**config.mk**
```make
export PLATFORM = sky130hd
export DESIGN_NAME = sync_frame_transmitter
export DESIGN_NICKNAME = d
export VERILOG_FILES = /design/src/rtl/sync_frame_transmitter.sv
export SDC_FILE = /design/constraint.sdc
export NUM_CORES = 1
export LEC_CHECK = 0
export CORE_MARGIN = 1.5
export CORE_UTILIZATION = 35
export DETAILED_ROUTE_END_ITERATION = 7
export GPL_ROUTABILITY_DRIVEN = 0
export PLACE_DENSITY_LB_ADDON = 0.25
export SLEW_MARGIN = 25
export SYNTH_ARGS = -nofsm -noshare
export SYNTH_HDL_FRONTEND = slang
export SYNTH_SLANG_ARGS = --single-unit
```
**constraint.sdc**
```tcl
create_clock -name clk -period 3.74 [get_ports clk]
set_input_delay 0.748 -clock clk [delete_from_list [all_inputs] [get_ports clk]]
set_output_delay 0.748 -clock clk [all_outputs]
set_load 0.02 [all_outputs]
```
**src/rtl/sync_frame_transmitter.sv**
```systemverilog
// Serial framer: sync word 1011, payload MSB first, optional parity, idle gap.
// Optional even-parity bit enabled by defining SYNC_FRAME_PARITY_EN.
module sync_frame_transmitter #(
  parameter int GAP_BITS = 2
) (
  input  logic       clk,
  input  logic       reset,
  input  logic [7:0] data_in,
  input  logic       valid_in,
  output logic       ready_out,
  output logic       x_out,
  output logic       busy,
  output logic       frame_done
);

`ifdef SYNC_FRAME_PARITY_EN
  typedef enum logic [2:0] {
    IDLE, SYNC, DATA, PARITY, GAP
  } state_t;
`else
  typedef enum logic [2:0] {
    IDLE, SYNC, DATA, GAP
  } state_t;
`endif

  localparam logic [3:0] SYNC_WORD = 4'b1011;
  localparam logic [3:0] GAP_LAST  = 4'(GAP_BITS - 1);

  state_t     r_state;
  logic [3:0] r_cnt;
  logic [7:0] r_sh;
  logic       r_x;
  logic       r_busy;
  logic       r_done;
`ifdef SYNC_FRAME_PARITY_EN
  logic       r_par;
`endif

  logic [1:0] w_sidx;
  // first sync bit goes out on entry, so the counter points one behind
  assign w_sidx = 2'd2 - r_cnt[1:0];

  always_ff @(posedge clk) begin
    if (reset) begin
      r_state <= IDLE;
      r_cnt   <= '0;
      r_x     <= 1'b0;
      r_busy  <= 1'b0;
      r_done  <= 1'b0;
    end else begin
      unique case (r_state)
        IDLE: begin
          r_x    <= 1'b0;
          r_done <= 1'b0;
          if (valid_in) begin
            r_state <= SYNC;
            r_cnt   <= '0;
            r_sh    <= data_in;
            r_x     <= SYNC_WORD[3];
            r_busy  <= 1'b1;
`ifdef SYNC_FRAME_PARITY_EN
            r_par   <= ^data_in;
`endif
          end else begin
            r_busy <= 1'b0;
          end
        end
        SYNC: begin
          if (r_cnt == 4'd3) begin
            r_state <= DATA;
            r_cnt   <= '0;
            r_x     <= r_sh[7];
            r_sh    <= {r_sh[6:0], 1'b0};
          end else begin
            r_cnt <= r_cnt + 4'd1;
            r_x   <= SYNC_WORD[w_sidx];
          end
        end
        DATA: begin
          if (r_cnt == 4'd7) begin
            r_cnt   <= '0;
`ifdef SYNC_FRAME_PARITY_EN
            r_state <= PARITY;
            r_x     <= r_par;
`else
            r_state <= GAP;
            r_x     <= 1'b0;
            r_done  <= (GAP_LAST == 4'd0);
`endif
          end else begin
            r_cnt <= r_cnt + 4'd1;
            r_x   <= r_sh[7];
            r_sh  <= {r_sh[6:0], 1'b0};
          end
        end
`ifdef SYNC_FRAME_PARITY_EN
        PARITY: begin
          r_state <= GAP;
          r_cnt   <= '0;
          r_x     <= 1'b0;
          r_done  <= (GAP_LAST == 4'd0);
        end
`endif
        GAP: begin
          if (r_cnt == GAP_LAST) begin
            r_state <= IDLE;
            r_cnt   <= '0;
            r_x     <= 1'b0;
            r_busy  <= 1'b0;
            r_done  <= 1'b0;
          end else begin
            r_cnt  <= r_cnt + 4'd1;
            r_done <= (r_cnt + 4'd1 == GAP_LAST);
          end
        end
        default: begin
          r_state <= IDLE;
          r_cnt   <= '0;
          r_x     <= 1'b0;
          r_busy  <= 1'b0;
          r_done  <= 1'b0;
        end
      endcase
    end
  end

  assign ready_out  = (r_state == IDLE);
  assign x_out      = r_x;
  assign busy       = r_busy;
  assign frame_done = r_done;

endmodule

```
==> impl_summary.txt <==
----------------------------------------------------
[Clocking]
  Clock net sink count ... 17
  H-tree lvl count ... 1
  Clock network latency to the later pin of the worst-skew pair ... 0.30 ns
  Clock transition at the registers of the reported paths ... 0.11 ns
  Number of buffers created by CTS ... 3
  Count of instances resized after the clock tree is built ... 0
  TritonCTS clock tree ... done
  Setup bufs post-CTS ... 0
  Number of buffers inserted by hold repair at cts ... 0
  Cell at the root of the clock tree ... sky130_fd_sc_hd__clkbuf_4
  Maximum number of buffers from clock root to sink ... 2

[Setup path]
  Worst setup SP type ... flop
  CP Class ... reg -> out
  Required time of the critical path ... 2.99 ns
  Largest driver fanout on the critical path ... 6
  Critical path endpoint category ... output pin
  Arrival @ worst endpoint ... 1.71 ns

[GRT]
  Wire length of the first global-routing pass ... 3340 um
  Number of antenna violations at the first check in global routing ... 0
  Maximum number of pins on one net before global-route repair ... 13
  Vias in the first global route ... 753
  Overall track demand over capacity in global routing ... 13.4%
  Grt total ovfl ... 0

[Pwr]
  Portion of total power attributed to the clock network ... 13.5%
  Static leakage ... 0.451 nW
  Fraction of power spent switching nets ... 37.4%
  Sequential power share ... 38.3%
  Pwr dens ... 618 nW/um2
  Internal power ... 0.470 mW
  Largest vdd supply drop ... 441 uV
  Comb power frac ... 48.1%
  Net switching power of the design ... 0.281 mW
  Post-layout power ... 0.752 mW

[Die]
  Core outline area ... 2760 um2
  Die H ... 56.8 um
  # rows ... 19
  Area enclosed by the die boundary ... 3230 um2
  Initial core utilization ... 36.8%
  Num ports ... 15
  Die Wd ... 56.8 um

[Timing]
  Unrepaired setup endpoints after global routing ... false
  Max-slew violation count ... 0
  Setup total negative slack ... 0 ns
  Largest clock skew in the final design ... 0.0122 ns
  Final worst-path cycle share ... 65.6%
  Slew @ Worst Pin ... 0.990 ns
  Final setup fails ... 0
  Total count of hold-check failures in the final report ... 0
  Setup slack after layout ... 1.29 ns
  Time the worst path needs with I/O delays and setup ... 2.45 ns
  Slew HR ... 33.9%
  Upper clock frequency limit ... 0.408 GHz

[Logic synthesis]
  Cells taking the most area after synthesis ... sky130_fd_sc_hd__edfxtp_1 24%, sky130_fd_sc_hd__dfxtp_1 18%, sky130_fd_sc_hd__ha_1 11%
  Cell variety after synth ... 32
  Per-instance average area after synthesis ... 10.4 um2
  Netlist Area Pre-Place ... 1010 um2
  #FFs+latches synth ... 17
  Nets in the synthesized netlist ... 117
  Number of enable flip-flop cells after synthesis ... 8
  Library cell with the largest summed area after synthesis ... sky130_fd_sc_hd__edfxtp_1
  Synth warnings ... 0
  Fraction of synthesis flops using an asynchronous set or reset pin ... 0%
  Fraction of the yosys area taken by sequential cells ... 41.5%
  Flip-flop cell with the highest count after synthesis ... sky130_fd_sc_hd__dfxtp_1
  Most instantiated cells after synthesis ... 9 x sky130_fd_sc_hd__dfxtp_1, 9 x sky130_fd_sc_hd__ha_1, 8 x sky130_fd_sc_hd__edfxtp_1, 8 x sky130_fd_sc_hd__nand2_1
  Post-synthesis instance total ... 97
  Area share of the leading cell type in the synthesized netlist ... 23.7%

[Detailed routing]
  Detailed router's first-iteration violation count ... 14
  Post-route DRC violation count ... 0
  Total detailed-routing wirelength ... 1950 um
  Number of nets with antenna violations after detailed routing ... 0
  Number of vias after detailed routing ... 757
  Average wire length per cell after detail routing ... 13.5 um
  First-pass iteration count of the detailed router ... 4
  Routed via count divided by cell count ... 5.26

[Final layout]
  Filler Cells Inserted ... 273
  Synth-to-layout area growth ... 20.0%
  Share of cells above drive strength 1 ... 8.85%
  Number of diodes ... 0
  Core utilization of the finished layout ... 44.1%
  Nets@finish ... 134

[Place]
  Half-perimeter wire length after detailed placement ... 1490 um
  Minimum setup slack after placement ... 1.07 ns
  Port Buffer Count ... 14

[Hold path]
  Worst hold path class ... reg -> reg

[Run status]
  Outcome ... complete, no violations

[Flow run]
  Reported max-cap violation count ... 0

----------------------------------------------------
-- flip-flops by register name (all words and copies together), names as in the netlist --
name / count
r_sh: 8
r_cnt: 4
r_state: 2
busy: 1
frame_done: 1
x_out: 1
-- worst paths after layout --
| check | slack, ns | depth (start not counted) | end | start |
|---|---|---|---|---|
| worst max-delay path | 1.29 | 3 | ready_out | r_state[1] |
| worst min-delay path | 0.49 | 2 | x_out | x_out |
| worst max register to register | 1.29 | 3 | r_sh[0] | r_cnt[0] |
| worst min register to register | 0.49 | 2 | x_out | x_out |
-- final cells by class --
class	count	area [um2]	share of cell area (%)
clock buffer	4	26.3	2.16
sequential	17	420	34.6
inverter	6	22.5	1.85
tap	31	38.8	3.19
multi-input combinational	72	568	46.7
timing repair buffer	14	140	11.5
-- placed cells by master, fill, tap and decap left out, types with 2 or more instances in the layout --
cell / Yosys / routed
sky130_fd_sc_hd__a21oi_1: 2 / 2
sky130_fd_sc_hd__and2_1: 3 / 3
sky130_fd_sc_hd__and2b_1: 2 / 2
sky130_fd_sc_hd__clkbuf_4: 0 / 3
sky130_fd_sc_hd__clkdlybuf4s50_1: 0 / 14
sky130_fd_sc_hd__dfxtp_1: 9 / 9
sky130_fd_sc_hd__edfxtp_1: 8 / 8
sky130_fd_sc_hd__ha_1: 9 / 9
sky130_fd_sc_hd__inv_1: 6 / 6
sky130_fd_sc_hd__mux2_1: 4 / 4
sky130_fd_sc_hd__mux2_2: 3 / 3
sky130_fd_sc_hd__mux2i_1: 2 / 2
sky130_fd_sc_hd__nand2_1: 8 / 8
sky130_fd_sc_hd__nand3_1: 2 / 2
sky130_fd_sc_hd__nor2_1: 6 / 6
sky130_fd_sc_hd__nor2b_1: 6 / 6
sky130_fd_sc_hd__o21ai_1: 5 / 5
sky130_fd_sc_hd__o31ai_1: 3 / 3
sky130_fd_sc_hd__or3b_1: 2 / 2
sky130_fd_sc_hd__or4_1: 2 / 2
-- worst max-delay path, stage by stage, from the launching register on --
cell and delay (ns):
sky130_fd_sc_hd__dfxtp_1 0.36, sky130_fd_sc_hd__inv_1 0.13, sky130_fd_sc_hd__ha_1 0.27, sky130_fd_sc_hd__clkdlybuf4s50_1 0.64
-- power groups by stage --
stage / Sequential (mW) / Clock (mW) / Combinational (mW)
floorplan: 0.295 / 0 / 0.253
global placement: 0.290 / 0 / 0.360
detailed placement: 0.293 / 0 / 0.361
CTS: 0.289 / 0.104 / 0.365
global route: 0.293 / 0.114 / 0.399
finish: 0.288 / 0.102 / 0.362
-- per-stage QoR --
| stage | cells | hold slack (ns) | area [um2] |
|---|---|---|---|
| final | 144 | 0.489 | 1220 |
| after global routing | 144 | 0.522 | 1220 |
| after CTS | 144 | 0.481 | 1220 |
| after detailed placement | 140 | 0.466 | 1190 |
| after global placement | 140 | 0.456 | 1190 |
| after floorplan | 97 | 0.456 | 1010 |
-- layer usage --
layer	global-route usage, %	up-vias	wire [um]
met5	0	-	0
met1	17.2	352	889
met3	5.07	2	104
met2	21.1	19	945
met4	3.65	0	11
li1	-	384	-
-- kinds of logic (layout without fill, tap and decap cells) --
family / after synthesis / after routing / synth area share [%]
AO/OA/AOI/OAI: 16 / 16 / 13.0
XOR/XNOR: 1 / 1 / 0.864
adder cells (fa/ha/maj): 9 / 9 / 11.1
buffers and inverters: 8 / 24 / 2.96
flip-flops: 17 / 17 / 41.5
multiplexers: 9 / 9 / 9.75
AND/OR/NAND/NOR: 37 / 37 / 20.9
(Power assumes the default switching activity.)
